File: config.mk
export PLATFORM = sky130hd
export DESIGN_NAME = bus_fabric_flat
export DESIGN_NICKNAME = d
export VERILOG_FILES = /design/src/rtl/bus_fabric_if.sv /design/src/rtl/bus_fabric.sv /design/src/flat_wrapper.sv
export SDC_FILE = /design/constraint.sdc
export NUM_CORES = 1
export LEC_CHECK = 0
export ABC_CLOCK_PERIOD_IN_PS = 2400
export CAP_MARGIN = 30
export CORE_AREA = 2 2 114 116
export CTS_CLUSTER_DIAMETER = 150
export DETAILED_ROUTE_END_ITERATION = 8
export DIE_AREA = 0 0 116 118
export SYNTH_ARGS = -nofsm -noshare
export SYNTH_HDL_FRONTEND = slang
export SYNTH_SLANG_ARGS = --single-unit
File: constraint.sdc
create_clock -name clk -period 2.4 [get_ports clk]
set_input_delay 0.36 -clock clk [delete_from_list [all_inputs] [get_ports clk]]
set_output_delay 0.36 -clock clk [all_outputs]
set_load 0.02 [all_outputs]
File: src/rtl/bus_fabric_if.sv
// Bus bundle between the CPU master port, the fabric and the slave channels.
// The fabric modport sits in the middle: it sees the master requests and drives the slave strobes.
interface bus_fabric_if #(
    parameter int NS = 4,
    parameter int AW = 16,
    parameter int DW = 32
) ();
    logic [AW-1:0]    m_addr;
    logic             m_rd_en;
    logic             m_wr_en;
    logic [DW-1:0]    m_wr_data;
    logic [DW/8-1:0]  m_wr_mask;
    logic [DW-1:0]    m_rd_data;
    logic             m_rd_valid;
    logic             m_err;
    logic             m_busy;
    logic [7:0]       err_count;

    logic [AW-1:0]    s_addr;
    logic [NS-1:0]    s_rd_en;
    logic [NS-1:0]    s_wr_en;
    logic [DW-1:0]    s_wr_data;
    logic [DW/8-1:0]  s_wr_mask;
    logic [NS*DW-1:0] s_rd_data;
    logic [NS-1:0]    s_rd_valid;

    modport master (
        output m_addr, m_rd_en, m_wr_en, m_wr_data, m_wr_mask,
        input  m_rd_data, m_rd_valid, m_err, m_busy, err_count
    );

    modport slave (
        input  s_addr, s_rd_en, s_wr_en, s_wr_data, s_wr_mask,
        output s_rd_data, s_rd_valid
    );

    modport fabric (
        input  m_addr, m_rd_en, m_wr_en, m_wr_data, m_wr_mask,
        output m_rd_data, m_rd_valid, m_err, m_busy, err_count,
        output s_addr, s_rd_en, s_wr_en, s_wr_data, s_wr_mask,
        input  s_rd_data, s_rd_valid
    );
endinterface

File: src/rtl/bus_fabric.sv
// Single-master, NS-slave memory-mapped fabric: base/mask decode, one outstanding read
// tracked against a registered slave select, with error responses and a saturating error count.
module bus_fabric #(
    parameter int NS      = 4,
    parameter int AW      = 16,
    parameter int DW      = 32,
    parameter int TIMEOUT = 15,
    parameter logic [NS*AW-1:0] SLV_BASE = {16'h5000, 16'h4000, 16'h8000, 16'h0000},
    parameter logic [NS*AW-1:0] SLV_MASK = {16'hF000, 16'hF000, 16'h8000, 16'hC000}
) (
    input  logic          clk,
    input  logic          rst_n,
    bus_fabric_if.fabric  bus
);

    localparam int SW = (NS > 1) ? $clog2(NS) : 1;
    localparam int TW = $clog2(TIMEOUT) + 1;

    typedef enum logic {ST_IDLE, ST_WAIT} state_t;

    state_t        state;
    logic [SW-1:0] sel;
    logic [TW-1:0] timer;
    logic [7:0]    err_count;
    logic          err_rsp_q;
    logic          err_only_q;

    logic [NS-1:0] hits;
    logic [NS-1:0] hit_onehot;
    logic [SW-1:0] hit_idx;
    logic [AW-1:0] hit_mask;
    logic          hit;
    logic          sel_valid_raw;
    logic [DW-1:0] sel_data;
    logic          in_idle;
    logic          in_wait;
    logic          rd_accept;
    logic          sel_valid;
    logic          timeout_hit;
    logic          err_rsp_d;
    logic          err_only_d;

    always_comb begin
        hits = '0;
        for (int i = 0; i < NS; i++) begin
            hits[i] = ((bus.m_addr & SLV_MASK[i*AW +: AW]) == SLV_BASE[i*AW +: AW]);
        end
    end

    // Descending scan so the lowest-index hit is the one left standing.
    always_comb begin
        hit_idx  = '0;
        hit_mask = '0;
        for (int i = NS - 1; i >= 0; i--) begin
            if (hits[i]) begin
                hit_idx  = SW'(i);
                hit_mask = SLV_MASK[i*AW +: AW];
            end
        end
    end

    always_comb begin
        sel_valid_raw = 1'b0;
        sel_data      = '0;
        for (int i = 0; i < NS; i++) begin
            if (SW'(i) == sel) begin
                sel_valid_raw = bus.s_rd_valid[i];
                sel_data      = bus.s_rd_data[i*DW +: DW];
            end
        end
    end

    assign hit        = |hits;
    assign hit_onehot = hits & ~(hits - NS'(1));
    assign in_idle    = (state == ST_IDLE);
    assign in_wait    = (state == ST_WAIT);

    // A write takes priority over a simultaneous read, so a read is only launched alone.
    assign rd_accept   = in_idle && bus.m_rd_en && !bus.m_wr_en && hit;
    assign sel_valid   = in_wait && sel_valid_raw;
    assign timeout_hit = in_wait && !sel_valid_raw && (timer == TW'(TIMEOUT - 1));

    assign err_rsp_d  = (in_idle && bus.m_rd_en && !bus.m_wr_en && !hit) || timeout_hit;
    assign err_only_d = (in_idle && bus.m_wr_en && (!hit || bus.m_rd_en)) ||
                        (in_wait && (bus.m_rd_en || bus.m_wr_en));

    assign bus.s_addr     = bus.m_addr & ~hit_mask;
    assign bus.s_rd_en    = rd_accept ? hit_onehot : '0;
    assign bus.s_wr_en    = (in_idle && bus.m_wr_en) ? hit_onehot : '0;
    assign bus.s_wr_data  = bus.m_wr_data;
    assign bus.s_wr_mask  = bus.m_wr_mask;

    assign bus.m_busy     = in_wait;
    assign bus.m_rd_valid = err_rsp_q || sel_valid;
    assign bus.m_err      = err_rsp_q || err_only_q;
    assign bus.m_rd_data  = sel_valid ? sel_data : '0;
    assign bus.err_count  = err_count;

    always_ff @(posedge clk or negedge rst_n) begin
        if (!rst_n) begin
            state      <= ST_IDLE;
            sel        <= '0;
            timer      <= '0;
            err_count  <= '0;
            err_rsp_q  <= 1'b0;
            err_only_q <= 1'b0;
        end else begin
            err_rsp_q  <= err_rsp_d;
            err_only_q <= err_only_d;
            // Both error sources may fire together; that is still a single m_err pulse.
            if ((err_rsp_d || err_only_d) && (err_count != 8'hFF)) begin
                err_count <= err_count + 8'd1;
            end
            case (state)
                ST_IDLE: begin
                    if (rd_accept) begin
                        sel   <= hit_idx;
                        timer <= '0;
                        state <= ST_WAIT;
                    end
                end
                ST_WAIT: begin
                    if (sel_valid_raw || timeout_hit) begin
                        state <= ST_IDLE;
                    end else begin
                        timer <= timer + TW'(1);
                    end
                end
                default: state <= ST_IDLE;
            endcase
        end
    end

endmodule

File: src/flat_wrapper.sv
// flat-port wrapper written by rule: the top's interface ports become plain ports
module bus_fabric_flat 
#(
    parameter int NS      = 4,
    parameter int AW      = 16,
    parameter int DW      = 32,
    parameter int TIMEOUT = 15,
    parameter logic [NS*AW-1:0] SLV_BASE = {16'h5000, 16'h4000, 16'h8000, 16'h0000},
    parameter logic [NS*AW-1:0] SLV_MASK = {16'hF000, 16'hF000, 16'h8000, 16'hC000}
)
  (clk, rst_n, bus_m_addr, bus_m_rd_en, bus_m_wr_en, bus_m_wr_data, bus_m_wr_mask, bus_m_rd_data, bus_m_rd_valid, bus_m_err, bus_m_busy, bus_err_count, bus_s_addr, bus_s_rd_en, bus_s_wr_en, bus_s_wr_data, bus_s_wr_mask, bus_s_rd_data, bus_s_rd_valid);
  bus_fabric_if #(.NS(NS), .AW(AW), .DW(DW)) bus_i ();
  input  logic clk;
  input  logic rst_n;
  input wire logic [$bits(bus_i.m_addr)-1:0] bus_m_addr;
  input wire logic [$bits(bus_i.m_rd_en)-1:0] bus_m_rd_en;
  input wire logic [$bits(bus_i.m_wr_en)-1:0] bus_m_wr_en;
  input wire logic [$bits(bus_i.m_wr_data)-1:0] bus_m_wr_data;
  input wire logic [$bits(bus_i.m_wr_mask)-1:0] bus_m_wr_mask;
  output wire logic [$bits(bus_i.m_rd_data)-1:0] bus_m_rd_data;
  output wire logic [$bits(bus_i.m_rd_valid)-1:0] bus_m_rd_valid;
  output wire logic [$bits(bus_i.m_err)-1:0] bus_m_err;
  output wire logic [$bits(bus_i.m_busy)-1:0] bus_m_busy;
  output wire logic [$bits(bus_i.err_count)-1:0] bus_err_count;
  output wire logic [$bits(bus_i.s_addr)-1:0] bus_s_addr;
  output wire logic [$bits(bus_i.s_rd_en)-1:0] bus_s_rd_en;
  output wire logic [$bits(bus_i.s_wr_en)-1:0] bus_s_wr_en;
  output wire logic [$bits(bus_i.s_wr_data)-1:0] bus_s_wr_data;
  output wire logic [$bits(bus_i.s_wr_mask)-1:0] bus_s_wr_mask;
  input wire logic [$bits(bus_i.s_rd_data)-1:0] bus_s_rd_data;
  input wire logic [$bits(bus_i.s_rd_valid)-1:0] bus_s_rd_valid;
  assign bus_i.m_addr = bus_m_addr;
  assign bus_i.m_rd_en = bus_m_rd_en;
  assign bus_i.m_wr_en = bus_m_wr_en;
  assign bus_i.m_wr_data = bus_m_wr_data;
  assign bus_i.m_wr_mask = bus_m_wr_mask;
  assign bus_m_rd_data = bus_i.m_rd_data;
  assign bus_m_rd_valid = bus_i.m_rd_valid;
  assign bus_m_err = bus_i.m_err;
  assign bus_m_busy = bus_i.m_busy;
  assign bus_err_count = bus_i.err_count;
  assign bus_s_addr = bus_i.s_addr;
  assign bus_s_rd_en = bus_i.s_rd_en;
  assign bus_s_wr_en = bus_i.s_wr_en;
  assign bus_s_wr_data = bus_i.s_wr_data;
  assign bus_s_wr_mask = bus_i.s_wr_mask;
  assign bus_i.s_rd_data = bus_s_rd_data;
  assign bus_i.s_rd_valid = bus_s_rd_valid;
  bus_fabric #(.NS(NS), .AW(AW), .DW(DW), .TIMEOUT(TIMEOUT), .SLV_BASE(SLV_BASE), .SLV_MASK(SLV_MASK)) u_core (.clk(clk), .rst_n(rst_n), .bus(bus_i));
endmodule
==> run_results.csv <==
group,metric,value,unit
run_status,outcome,"finished, final reports clean",
synthesis,postSynthAreaPerCell,10.4,um2
synthesis,ys_types,43,
sta,post-route-period-util,97.5,%
placed_design,port_buffers,193,
min_path,hold_path_class,"in2async",
synthesis,ys.flop_type,"dfrtp_1",
pwr,powerDensity,747,nW/um2
setup_path,path_common_cell,"buf_12",
grt,grt_pass1_vias,2685,
placed_design,pre_cts_ws,-0.149,ns
setup_path,r2r_setup_slack,0.31,ns
synthesis,synth_edf_count,0,
setup_path,r2r-start,"u_core.sel[0]",
finish,fin_area,4390,um2
setup_path,cpMaxStageDelayCell,"dfrtp_2",
detailed_routing,wl,10200,um
sta,fin_crit,2.34,ns
setup_path,endpoint_kind,"output pin",
grt,grt-ovfl-total,0,
synthesis,synthCells,237,
grt,grt_usage,14.0,%
detailed_routing,final_antenna_net_count,0,
cts,cts_sinks,18,
grt,grt_pass1_wl,14900,um
cts,clkTransAtPathRegs,0.05,ns
setup_path,start_kind,"register",
synthesis,synth_area,2460,um2
finish,area_delta_synth_final,78.8,%
sta,clock-skew-final,0.00274,ns
finish,fillers,1296,
setup_path,cp.required,2.04,ns
setup_path,worstPathMaxFanout,16,
floorplanning,die_area,13700,um2
floorplanning,pin_count,291,
finish,multi_input_area,1560,um2
cts,clock_latency,0.25,ns
cts,cts_root_buf,"clkbuf_16",
placed_design,dp_hpwl,8500,um
grt,grt_antenna_before_repair,2,
sta,clock.fmax,0.427,GHz
setup_path,rr_endpoint,"u_core.bus.err_count[7]",
detailed_routing,firstDrtPassIters,4,
finish,nets,589,
detailed_routing,drc,0,
finish,register_area,453,um2
sta,worst_slack,0.0599,ns
detailed_routing,avgRoutedWirePerCell,17.9,um
pwr,p_leak,0.00178,uW
cts,numCtsBuffers,3,
synthesis,ys_warn_count,0,
grt,grt_start_max_net_pins,25,
synthesis,synthArstFlopShare,100,%
setup_path,r2r_cells,7,
cts,cts_tree,"done",
floorplanning,std_cell_rows,41,
synthesis,synth_nets,428,
sta,finalSetupViolations,0,
setup_path,worstPathArrival,1.98,ns
detailed_routing,num_vias,2478,
setup_path,path_cells,"buf_12 > mux2_4 > o211ai_1 > buf_4 > buf_12 > nor2b_1 > clkdlybuf4s15_2",
pwr,vdd_drop_max,0.702,mV
synthesis,ys_ff_latch,18,
floorplanning,fp.dieH,118,um
floorplanning,core_area,12400,um2
setup_path,crit_type,"reg2out",
job,cap_violations,0,
detailed_routing,via_per_inst,4.34,
cts,htree_levels,1,
placed_design,place_area,4330,um2
cts,ctsHoldBuffers,0,
sta,hold_viol,0,
synthesis,synth_seq_area_share,18.3,%
finish,drive_above_1_share,26.7,%
floorplanning,initial_core_util,19.8,%
detailed_routing,drt_iter0_markers,100,
floorplanning,die_x,116,um
cts,clock_path_buffers,2,
sta,slew_violations,0,
placed_design,place.gp.congestion,0.831,
setup_path,max_stage_delay,0.43,ns
what timing repair did:
action,CTS,global route
setup endpoints to repair,36,36
gates cloned,2,0
pin swaps,0,1
setup buffers,5,2
endpoints found under the hold margin,0,0
gates resized for setup,82,37
logic make-up (layout without fill, tap and decap cells):
group                    count (synthesis)  count (layout)  synth area share, %
AO/OA/AOI/OAI                           18              18                 5.96
XOR/XNOR                                 5               5                 1.78
adder cells (fa/ha/maj)                  3               3                 1.53
buffers and inverters                   66             226                 18.1
flip-flops                              18              18                 18.3
multiplexers                            37              37                 32.4
other                                    1               3                0.153
AND/OR/NAND/NOR                         89              89                 21.7
Yosys cell counts, types with 2 or more instances:
cell type | number | area, um2
and3_1 | 3 | 18.8
dfrtp_1 | 18 | 450
buf_4 | 49 | 368
clkbuf_1 | 7 | 26.3
buf_2 | 5 | 25.0
xor2_1 | 5 | 43.8
nand2b_1 | 6 | 37.5
nor2b_1 | 34 | 213
nor2_1 | 7 | 26.3
nor3_1 | 4 | 20.0
mux4_1 | 3 | 78.8
mux2_1 | 3 | 33.8
mux2_4 | 2 | 30.0
ha_1 | 3 | 37.5
nand2_1 | 10 | 37.5
and2_1 | 2 | 12.5
mux4_2 | 29 | 653
or3_1 | 3 | 18.8
a21oi_1 | 6 | 30.0
o21ai_1 | 5 | 25.0
nor3b_1 | 2 | 15.0
nand3_1 | 7 | 35.0
inv_1 | 4 | 15.0
worst max-delay path, delay by kind of cell, from the launching register on:
family / cells / cell delay (ns)
DFF: 1 / 0.43
AOI/OAI and AO/OA: 1 / 0.23
muxes: 1 / 0.30
and+or+nand+nor: 1 / 0.05
buffers and inverters: 4 / 0.70
how the worst max path moves through the flow:
stage / start / to / slack (ns) / cells past startpoint
after CTS: u_core.sel[0] / bus_m_rd_valid / -0.01 / 8
after detailed placement: bus_s_rd_valid[0] / bus_m_rd_data[1] / -0.15 / 6
after global routing: u_core.sel[0] / bus_m_rd_data[29] / -0.00007 / 9
final: u_core.sel[0] / bus_m_rd_data[29] / 0.06 / 7
after floorplan: u_core.bus.m_busy / bus_s_rd_en[2] / 0.29 / 3
after global placement: bus_s_rd_valid[2] / bus_m_rd_data[1] / -0.13 / 8
where the power goes:
group / internal (uW) / switching, uW / leakage [uW]
Sequential: 407 / 149 / 0.000228
Clock: 254 / 114 / 0.0000442
Combinational: 1340 / 1020 / 0.00151
registers in the layout (all words and copies together) (netlist names):
signal	cells
u_core.bus.m_busy	1
u_core.err_rsp_q	1
u_core.timer	5
u_core.bus.err_count	8
u_core.err_only_q	1
u_core.sel	2
metrics by stage:
step                      utilization (%)  power [uW]  setup TNS, ns  std cells  hold slack, ns
after floorplan                         -        2000              0        237          0.0644
after global placement               34.9        2860          -2.94        556           0.486
after detailed placement             34.9        2890          -4.37        556           0.500
after CTS                            36.6        3390        -0.0136        567           0.464
after global routing                 35.4        3490     -0.0000728        571           0.486
final                                35.4        3280              0        571           0.448
layer usage:
layer	share of wire, %	vias up	global-route usage [%]
li1	-	1128	-
met1	36	1189	14.5
met2	51	147	26.2
met3	11	14	5.15
met4	2.1	0	3.50
met5	0	-	0
area by class of cell:
cell class / count / area share (%)
diodes: 2 / 0.114
clock buffers: 4 / 2.02
inverters: 4 / 0.342
multi-input cells: 153 / 35.6
flip-flops and latches: 18 / 10.3
well taps: 172 / 4.90
repair buffers: 218 / 46.7
placed cells by master (no fill, tap or decap), types with 5 or more instances in the layout:
master / instances
a21oi_1: 6
buf_2: 10
buf_4: 20
clkbuf_2: 22
clkdlybuf4s50_1: 154
dfrtp_1: 16
mux4_2: 29
nand2_1: 10
nand2b_1: 6
nand3_1: 7
nor2_1: 6
nor2b_1: 34
o21ai_1: 5
xor2_1: 5
Power figures use the tool's default switching activity.
